<file path="config.mk">
export PLATFORM = sky130hd
export DESIGN_NAME = vga_timing_gen
export DESIGN_NICKNAME = d
export VERILOG_FILES = /design/src/rtl/vga_timing_gen.sv
export SDC_FILE = /design/constraint.sdc
export NUM_CORES = 1
export LEC_CHECK = 0
export ABC_AREA = 1
export BUFFER_PORTS_ARGS = -buffer_cell sky130_fd_sc_hd__buf_2
export CAP_MARGIN = 20
export CORE_MARGIN = 8
export CORE_UTILIZATION = 25
export DETAILED_ROUTE_END_ITERATION = 7
export GPL_TIMING_DRIVEN = 1
export SLEW_MARGIN = 20
export SYNTH_ARGS = -nofsm -noshare
export SYNTH_HDL_FRONTEND = slang
export SYNTH_SLANG_ARGS = --single-unit
</file>
<file path="constraint.sdc">
create_clock -name clk -period 4.29 [get_ports clk]
set_input_delay 0.429 -clock clk [delete_from_list [all_inputs] [get_ports clk]]
set_output_delay 0.429 -clock clk [all_outputs]
set_load 0.005 [all_outputs]
</file>
<file path="src/rtl/vga_timing_gen.sv">
// VGA raster timing: pixel-enable divider, column/line counters and registered sync/blank outputs.
// Define VGA_FRAME_COUNT_EN to keep the frame_count register; otherwise frame_count is tied to 0.
module vga_timing_gen #(
    parameter int unsigned CLK_DIV     = 4,
    parameter int unsigned H_TOTAL     = 800,
    parameter int unsigned H_SYNC      = 96,
    parameter int unsigned H_VIS_START = 144,
    parameter int unsigned H_VIS_END   = 784,
    parameter int unsigned V_TOTAL     = 525,
    parameter int unsigned V_SYNC      = 2,
    parameter int unsigned V_VIS_START = 35,
    parameter int unsigned V_VIS_END   = 515
) (
    input  logic       clk,
    input  logic       rst,
    output logic       pix_en,
    output logic [9:0] hCount,
    output logic [9:0] vCount,
    output logic       hSync,
    output logic       vSync,
    output logic       bright,
    output logic       frame_tick,
    output logic [7:0] frame_count
);
    localparam logic [3:0] DivLast   = 4'(CLK_DIV - 1);
    localparam logic [9:0] HLast     = 10'(H_TOTAL - 1);
    localparam logic [9:0] VLast     = 10'(V_TOTAL - 1);
    localparam logic [9:0] HSyncEnd  = 10'(H_SYNC);
    localparam logic [9:0] VSyncEnd  = 10'(V_SYNC);
    localparam logic [9:0] HVisStart = 10'(H_VIS_START);
    localparam logic [9:0] HVisEnd   = 10'(H_VIS_END);
    localparam logic [9:0] VVisStart = 10'(V_VIS_START);
    localparam logic [9:0] VVisEnd   = 10'(V_VIS_END);

    logic [3:0] div_q, div_d;
    logic       pix_q, pix_d;
    logic [9:0] h_q, h_d;
    logic [9:0] v_q, v_d;
    logic       hsync_q, hsync_d;
    logic       vsync_q, vsync_d;
    logic       bright_q, bright_d;
    logic       tick_q, tick_d;
    logic       line_end;

    // Sync/blank are decoded from the next counter values so they land with the counters.
    always_comb begin
        div_d    = (div_q == DivLast) ? 4'd0 : div_q + 4'd1;
        pix_d    = (div_d == DivLast);
        line_end = pix_q && (h_q == HLast);
        h_d      = h_q;
        v_d      = v_q;
        if (pix_q) begin
            h_d = line_end ? 10'd0 : h_q + 10'd1;
        end
        if (line_end) begin
            v_d = (v_q == VLast) ? 10'd0 : v_q + 10'd1;
        end
        hsync_d  = (h_d >= HSyncEnd);
        vsync_d  = (v_d >= VSyncEnd);
        bright_d = (h_d >= HVisStart) && (h_d < HVisEnd) &&
                   (v_d >= VVisStart) && (v_d < VVisEnd);
        tick_d   = line_end && (v_d == VVisEnd);
    end

    always_ff @(posedge clk) begin
        if (rst) begin
            div_q    <= 4'd0;
            pix_q    <= 1'b0;
            h_q      <= 10'd0;
            v_q      <= 10'd0;
            hsync_q  <= 1'b0;
            vsync_q  <= 1'b0;
            bright_q <= 1'b0;
            tick_q   <= 1'b0;
        end else begin
            div_q    <= div_d;
            pix_q    <= pix_d;
            h_q      <= h_d;
            v_q      <= v_d;
            hsync_q  <= hsync_d;
            vsync_q  <= vsync_d;
            bright_q <= bright_d;
            tick_q   <= tick_d;
        end
    end

`ifdef VGA_FRAME_COUNT_EN
    logic [7:0] frame_count_q;

    always_ff @(posedge clk) begin
        if (rst) begin
            frame_count_q <= 8'd0;
        end else if (tick_d) begin
            frame_count_q <= frame_count_q + 8'd1;
        end
    end

    assign frame_count = frame_count_q;
`else
    assign frame_count = 8'd0;
`endif

    assign pix_en     = pix_q;
    assign hCount     = h_q;
    assign vCount     = v_q;
    assign hSync      = hsync_q;
    assign vSync      = vsync_q;
    assign bright     = bright_q;
    assign frame_tick = tick_q;
endmodule
</file>
; ---- Word-level counts from Yosys, hierarchy flattened
; Cells that the tools add are included.
[word_totals]
elab_cells = 32
register_bits = 29
inputBits = 2
output_inout_bits = 33
[classes]
magnitude_cmp = 6
add_sub_neg = 3
mux = 5
reduce_logical = 5
eq_ne = 5
[op_table]
columns = operator, n
row1 = 2-to-1 mux 10 bit, 4
row2 = "equality test 10 bit, second input constant", 3
row3 = "adder 10 x 1 -> 10 bit, second input constant", 2
row4 = "less-than comparator 10 bit, second input constant", 2
row5 = "greater-or-equal comparator 10 x 2 -> 1 bit, second input constant", 1
row6 = "greater-or-equal comparator 10 x 6 -> 1 bit, second input constant", 1
row7 = "greater-or-equal comparator 10 x 7 -> 1 bit, second input constant", 1
row8 = "greater-or-equal comparator 10 x 8 -> 1 bit, second input constant", 1
row9 = "equality test 4 x 2 -> 1 bit, second input constant", 2
row10 = logical AND 1 bit, 5
row11 = "adder 4 x 1 -> 4 bit, second input constant", 1
row12 = 2-to-1 mux 4 bit, 1

; ---- Logic depth before layout (Yosys ltp)
; Gate-level depths: netlist (run 1).
[logic_depth]
ltp_word = 8
depth_mapped = 15
mapped_depth_nobuf = 15

; ---- Worst setup path before layout (run 1)
; No wires, ideal clock.
[synth_path]
path_kind = register to register
from = register h_q[0] (netlist: hCount[0])
to = register bright_q (netlist: bright)
arrival_time_ns = 1.625
stages_incl_launch_ff = 14
setup_slack_ns = 2.554
setup_time_ns = 0.111
synth_period_minus_slack_ns = 1.736
required_time_ns = 4.179
n_path_buf = 1
path_cell_list = dfxtp_1 ha_1 nand2_2 nor2_4 nand3_4 buf_6 nor2_1 nand2_1 nand3_2 nand2_1 nor2_2 nand2_1 nand3_1 nor2_1
[synth_between]
elab_chain_cells = 8
elab_cells_between_ends = 13
cone_classes = 1 x add/sub / 4 x order compare / 1 x eq/ne / 3 x mux / 4 x reduce/logical
[synth_rtl]
columns = element, line
row1 = start: declaration, 37  ; logic [9:0] h_q, h_d;
row2 = start signal: assignment, 69  ; h_q <= 10'd0;
row3 = start signal: assignment, 78  ; h_q <= h_d;
row4 = branches (longest 7 deep; another with adder 10 x 1 -> 10 bit), n/a
row5 = logical AND 1 bit *, 61  ; (v_d >= VVisStart) && (v_d < VVisEnd);
row6 = end signal: assignment, 82  ; bright_q <= bright_d;
row7 = end: declaration, 41  ; logic bright_q, bright_d;
; Every way passes the cells marked *.
; A chain may end at the register's enable or synchronous reset.

; ---- Final worst setup path (run 1)
[layout_path]
from = register h_q[0] (netlist: hCount[0])
to = register vsync_q (netlist: vSync)
[layout_between]
elab_chain_cells = 4
[layout_rtl]
columns = element, line
row1 = equality test 10 bit, 49  ; line_end = pix_q && (h_q == HLast);
row2 = logical AND 1 bit, 49
row3 = 2-to-1 mux 10 bit, 55  ; if (line_end) begin
row4 = greater-or-equal comparator 10 x 2 -> 1 bit, 59  ; vsync_d = (v_d >= VSyncEnd);
row5 = end signal: assignment, 81  ; vsync_q <= vsync_d;
row6 = end: declaration, 40  ; logic vsync_q, vsync_d;
; No other way between the ends.

==> results of run 1 <==
==> routing by layer <==
layer  GRT usage  vias to the layer above  share of wire
li1            -                      919              -
met1       0.120                      745           0.49
met2       0.153                       32           0.43
met3      0.0268                        7          0.059
met4      0.0378                        0          0.015
met5           0                        -              0
==> flip-flops by register name (all words and copies together) (netlist names) <==
| name | cells |
|---|---|
| bright | 1 |
| div_q | 4 |
| frame_tick | 1 |
| hCount | 10 |
| hSync | 1 |
| pix_en | 1 |
| vCount | 10 |
| vSync | 1 |
==> how the worst max path moves through the flow <==
| stage | startpoint | to | slack (ps) |
|---|---|---|---|
| 2_1_floorplan | hCount[0] | bright | 2550 |
| 3_3_place_gp | hCount[0] | vSync | 2310 |
| 3_5_place_dp | hCount[0] | vSync | 2260 |
| 4_1_cts | hCount[0] | vSync | 2260 |
| 5_1_grt | hCount[0] | vSync | 2030 |
| 6_report | hCount[0] | vSync | 2280 |
==> cell type report <==
| type | count | area, um^2 | share of cell area |
|---|---|---|---|
| inverter | 41 | 154 | 0.0729 |
| tap | 99 | 124 | 0.0586 |
| sequential | 29 | 581 | 0.275 |
| multi-input combinational | 203 | 1040 | 0.491 |
| clock buffer | 7 | 86.3 | 0.0409 |
| timing repair buffer | 26 | 130 | 0.0616 |
==> report_power, final <==
group | switching, uW | total (uW) | internal [uW] | leakage (uW)
clock | 96.8 | 224 | 127 | 0.0000443
combinational | 10.7 | 15.7 | 5.00 | 0.000739
sequential | 4.51 | 278 | 273 | 0.000234
==> worst reg2reg max path: stages (launching register included) <==
cell and delay [ps]:
dfxtp_1 380, ha_1 320, nand2_2 100, nor2_4 140
nand3_4 190, inv_2 160, nand2_1 80, nand2_2 70
nand2_2 80, nor2_2 100, nand2_1 100, nor2_1 100
a21oi_1 70
==> placed cells by master, fill, tap and decap left out <==
cell      instances
nand2_1          65
xor2_1            3
o21a_1            1
clkbuf_8          6
o21ai_1           3
mux2i_1           1
inv_2             5
buf_2            26
clkbuf_1          1
o21bai_1          2
o21ai_2           2
nand2_2           8
dfxtp_1          29
inv_1            35
nor2_4            2
nor2_8            1
ha_1              5
nand4_1           9
clkinv_1          1
conb_1            8
or2_1             1
a31oi_1           1
nor2_1           40
nor3_1            4
nand3_1          25
nor2_2            4
o21ai_0           6
a21oi_1           7
nor3_2            1
a211oi_1          1
nand3_2           1
nand3_4           2
==> per-stage QoR <==
stage	utilization	setup slack [ps]	cells
2_1_floorplan	-	2550	286
3_3_place_gp	0.282	2310	398
3_5_place_dp	0.282	2260	398
4_1_cts	0.294	2260	405
5_1_grt	0.294	2030	405
6_report	0.294	2280	405
==> cell families after synthesis <==
kind of cell / share of synthesized area
simple gates: 0.422
xor+xnor: 0.0143
buf+inv: 0.133
other cells: 0.00204
compound gates: 0.0729
mux: 0.00545
fa+ha+maj: 0.0341
flops: 0.316
==> metrics.txt, run 1 <==
status finished, final reports clean; n_diodes 0; Final Setup Violations 0; CTS resizes 0; Synth cell types 32; placer congestion estimate 0.830; Clock Path Buffers 2; top-count cell post-synth nand2_1; cell mode on critical path nand2_2; CTS HTree Levels 2; R2R cell count 12; Post-synth top cells 65 x nand2_1, 40 x nor2_1, 35 x inv_1; overall power 517 uW; final cycle utilization of the critical path 0.469; hold_ws 506 ps; Yosys top cell area share 0.316; Routed Antenna Nets 0; initial antenna violation count 0; Max Cap Violations 0; final-report hold violation count 0; final net count 313; placed cell area 0.00203 mm^2; largest net degree at the start of global routing 26; crit-path leading delay family simple AND/OR/NAND/NOR gates; # rows 31; Worst Path Arrival 2160 ps; highest clock rate 497 MHz; Worst-path clk slew 60 ps; CTS root buf clkbuf_8; number of synthesized flops with an enable pin 0; first-pass GRT wire length 7.88 mm; clk sinks 29; Die Ht 102 um; Slowest-stage cell, CP dfxtp_1; cell area after synthesis 0.00184 mm^2; core area 0.00718 mm^2; clk_skew 5.32 ps; CTS tree yes; Peak VDD IR 0.103 mV; Die ar. 0.0103 mm^2; Synth Instances 279; drt first-iter violations 60; r2r endpoint vSync; Num CTS Buffers 5; WHS Path Cells 2; io pins 35; Port Buffers 26; post-synthesis register bit count 29; Synth warnings 0; Fin Setup TNS 0 ps; Worst Hold End hCount[1]; area delta synth->final 15.1%; clock latency on the worst-skew pair 280 ps; worst hold path startpoint hCount[1]; CP peak stage delay 380 ps; r2r setup slk 2280 ps; Remaining DRCs 0; share of layout cells above drive strength 1 0.190; worst path buffer plus inverter count 1; max-slew violations 0; CP Max Fanout 13; vias in the first global route 1,701; GRT Overall Usage 0.0966; static leakage 0.00102 uW; DR vias/cell 4.20; Post-synth top flop dfxtp_1; via count 1,703; post-synth top area cell dfxtp_1; power per cell area 245 mW/mm^2; Seq/Total Area, Yosys 0.316; Die X 102 um; WL/cell 11.1 um; Finished Cell Area 0.00211 mm^2; Hold Buf Count CTS 0; Crit path required time 4440 ps; crit path kind reg -> reg; first-pass iteration count of the detailed router 4; Routed WL 4.51 mm; crit end category register; GRT overflow 0; initial core utilization 0.256; Syn Area/Cell 6.58 um^2; Worst setup SP type register; Min-Delay Path Class reg -> reg; post-CTS setup buffers 0; largest cells by area after synthesis dfxtp_1 32%, nand2_1 13%, nor2_1 8.2%, inv_1 7.2%, nand3_1 6.8%; fin crit period 2010 ps; Fillers 803; RSZ-0062 raised after global routing no; Cell Chain, Critical Path ha_1 > nand2_2 > nor2_4 > nand3_4 > inv_2 > nand2_1 > nand2_2 > nand2_2 > nor2_2 > nand2_1 > nor2_1 > a21oi_1; ys async rst share 0; placed wire-length estimate 3.63 mm; critical path depth in cells 12; FF-to-FF Start hCount[0]
(Power assumes the default switching activity.)
==> run 2, diff against run 1 <==
==> constraint.sdc (replaced) <==
create_clock -name clk -period 1.89 [get_ports clk]
set_input_delay 0.189 -clock clk [delete_from_list [all_inputs] [get_ports clk]]
set_output_delay 0.189 -clock clk [all_outputs]
set_load 0.005 [all_outputs]
==> run 2 against run 1 <==
Net effect: clock power grew 110%; critical path depth is the same; cell count grew 3.0%; setup slack lost 2200 ps; utilization grew 2.1 points; sequential share of layout area shrank 1.4 points; worst hold slack lost 310 ps; clock skew grew 1.9 ps; combinational power grew to 2.9 times the previous value; power grew 120%; largest cell class unchanged.
==> metrics.txt, run 2 (synthesis gave the netlist of run 1 again) <==
Inst Count DP 406; vias in the first global route 1,668; initial antenna violation count 0; Non-Filler Instances 417; via count 1,795; Hold Buf Count CTS 0; area delta synth->final 23.3%; Num CTS Buffers 5; hold_ws 198 ps; CTS tree yes; Die ar. 0.0103 mm^2; static leakage 0.00108 uW; clock latency on the worst-skew pair 280 ps; status finished, final reports clean; Die Ht 102 um; drt first-iter violations 68; n_diodes 0; Remaining DRCs 0; commonest non-fill, non-tap cell in the layout nand2_1; power per cell area 501 mW/mm^2; Fillers 786; Peak VDD IR 0.234 mV; Final Setup Violations 0; initial core utilization 0.256; clk_skew 7.26 ps; GRT overflow 0; FF-to-FF Start vCount[1]; critical path endpoint vSync; R2R cell count 12; placed wire-length estimate 3.77 mm; WL/cell 11.5 um; Worst Path Arrival 1960 ps; io pins 35; first-pass GRT wire length 7.76 mm; # rows 31; Routed WL 4.78 mm; crit path kind reg -> reg; DR vias/cell 4.30; Routed Antenna Nets 0; clk sinks 29; CTS root buf clkbuf_8; overall power 1130 uW; final-report hold violation count 0; worst setup margin 89.7 ps; Min-Delay Path Class in -> reg; highest clock rate 555 MHz; Critical path origin vCount[1]; largest net degree at the start of global routing 18; Die X 102 um; max-slew violations 0; Port Buffers 26; placer congestion estimate 0.871; Worst-path clk slew 60 ps; CTS HTree Levels 2; share of layout cells above drive strength 1 0.292; Crit path required time 2050 ps; Worst setup SP type register; Max Cap Violations 0; final cycle utilization of the critical path 0.953; final net count 326; CP Max Fanout 5; r2r endpoint vSync; dpl ws 51.0 ps; GRT Overall Usage 0.0956; Clock Path Buffers 2; Fin Setup TNS 0 ps; core area 0.00718 mm^2; fin crit period 1800 ps; most frequent cells in the layout 59 x nand2_1, 38 x nor2_1, 35 x inv_1; r2r setup slk 90 ps; first-pass iteration count of the detailed router 5; crit end category register
-- run 2: critical path: stages (launching register included) --
cell	delay (ps)
dfxtp_2	320
buf_6	120
inv_1	50
ha_2	180
nand2_2	50
nor2_2	140
nand3_2	110
or2_1	250
nand3_2	120
nand2_2	70
nor2_2	110
buf_4	110
a21oi_1	50
-- run 2: power breakdown --
| group | switching (uW) | internal [uW] |
|---|---|---|
| Sequential | 8.15 | 621 |
| Combinational | 28.2 | 16.6 |
| Clock | 218 | 241 |
-- run 2: worst min-delay path by stage --
| stage | start | depth (start not counted) | to |
|---|---|---|---|
| final | rst | 2 | hCount[1] |
| after global routing | rst | 2 | hCount[1] |
| after CTS | rst | 2 | hCount[1] |
| after detailed placement | rst | 2 | hCount[6] |
| after global placement | rst | 2 | hCount[4] |
| after floorplan | bright | 0 | bright |
-- run 2: what timing repair did --
action	in CTS	in global routing
endpoints found under the setup margin	0	3
setup buffers	0	6
gates resized for setup	0	25
-- run 2: layout make-up --
class,count,area [um^2],share of cell area
multi-input combinational,203,1090,0.481
sequential,29,591,0.261
timing repair buffer,39,231,0.102
inverter,41,154,0.0680
tap,99,124,0.0547
clock buffer,5,68.8,0.0304
clock inverter,1,5.00,0.00221
-- run 2: metal layers --
layer	share of wire	vias to the layer above	wire length (um)	GRT usage
met5	0	-	0	0
met4	0.011	0	54	0.0367
met3	0.070	5	336	0.0316
met2	0.45	45	2170	0.150
met1	0.46	801	2220	0.118
li1	-	944	-	-
-- run 2: through the flow --
step           utilization  cell area [um^2]
2_1_floorplan            -              1860
3_3_place_gp         0.291              2090
3_5_place_dp         0.291              2090
4_1_cts              0.301              2160
5_1_grt              0.315              2260
6_report             0.315              2260
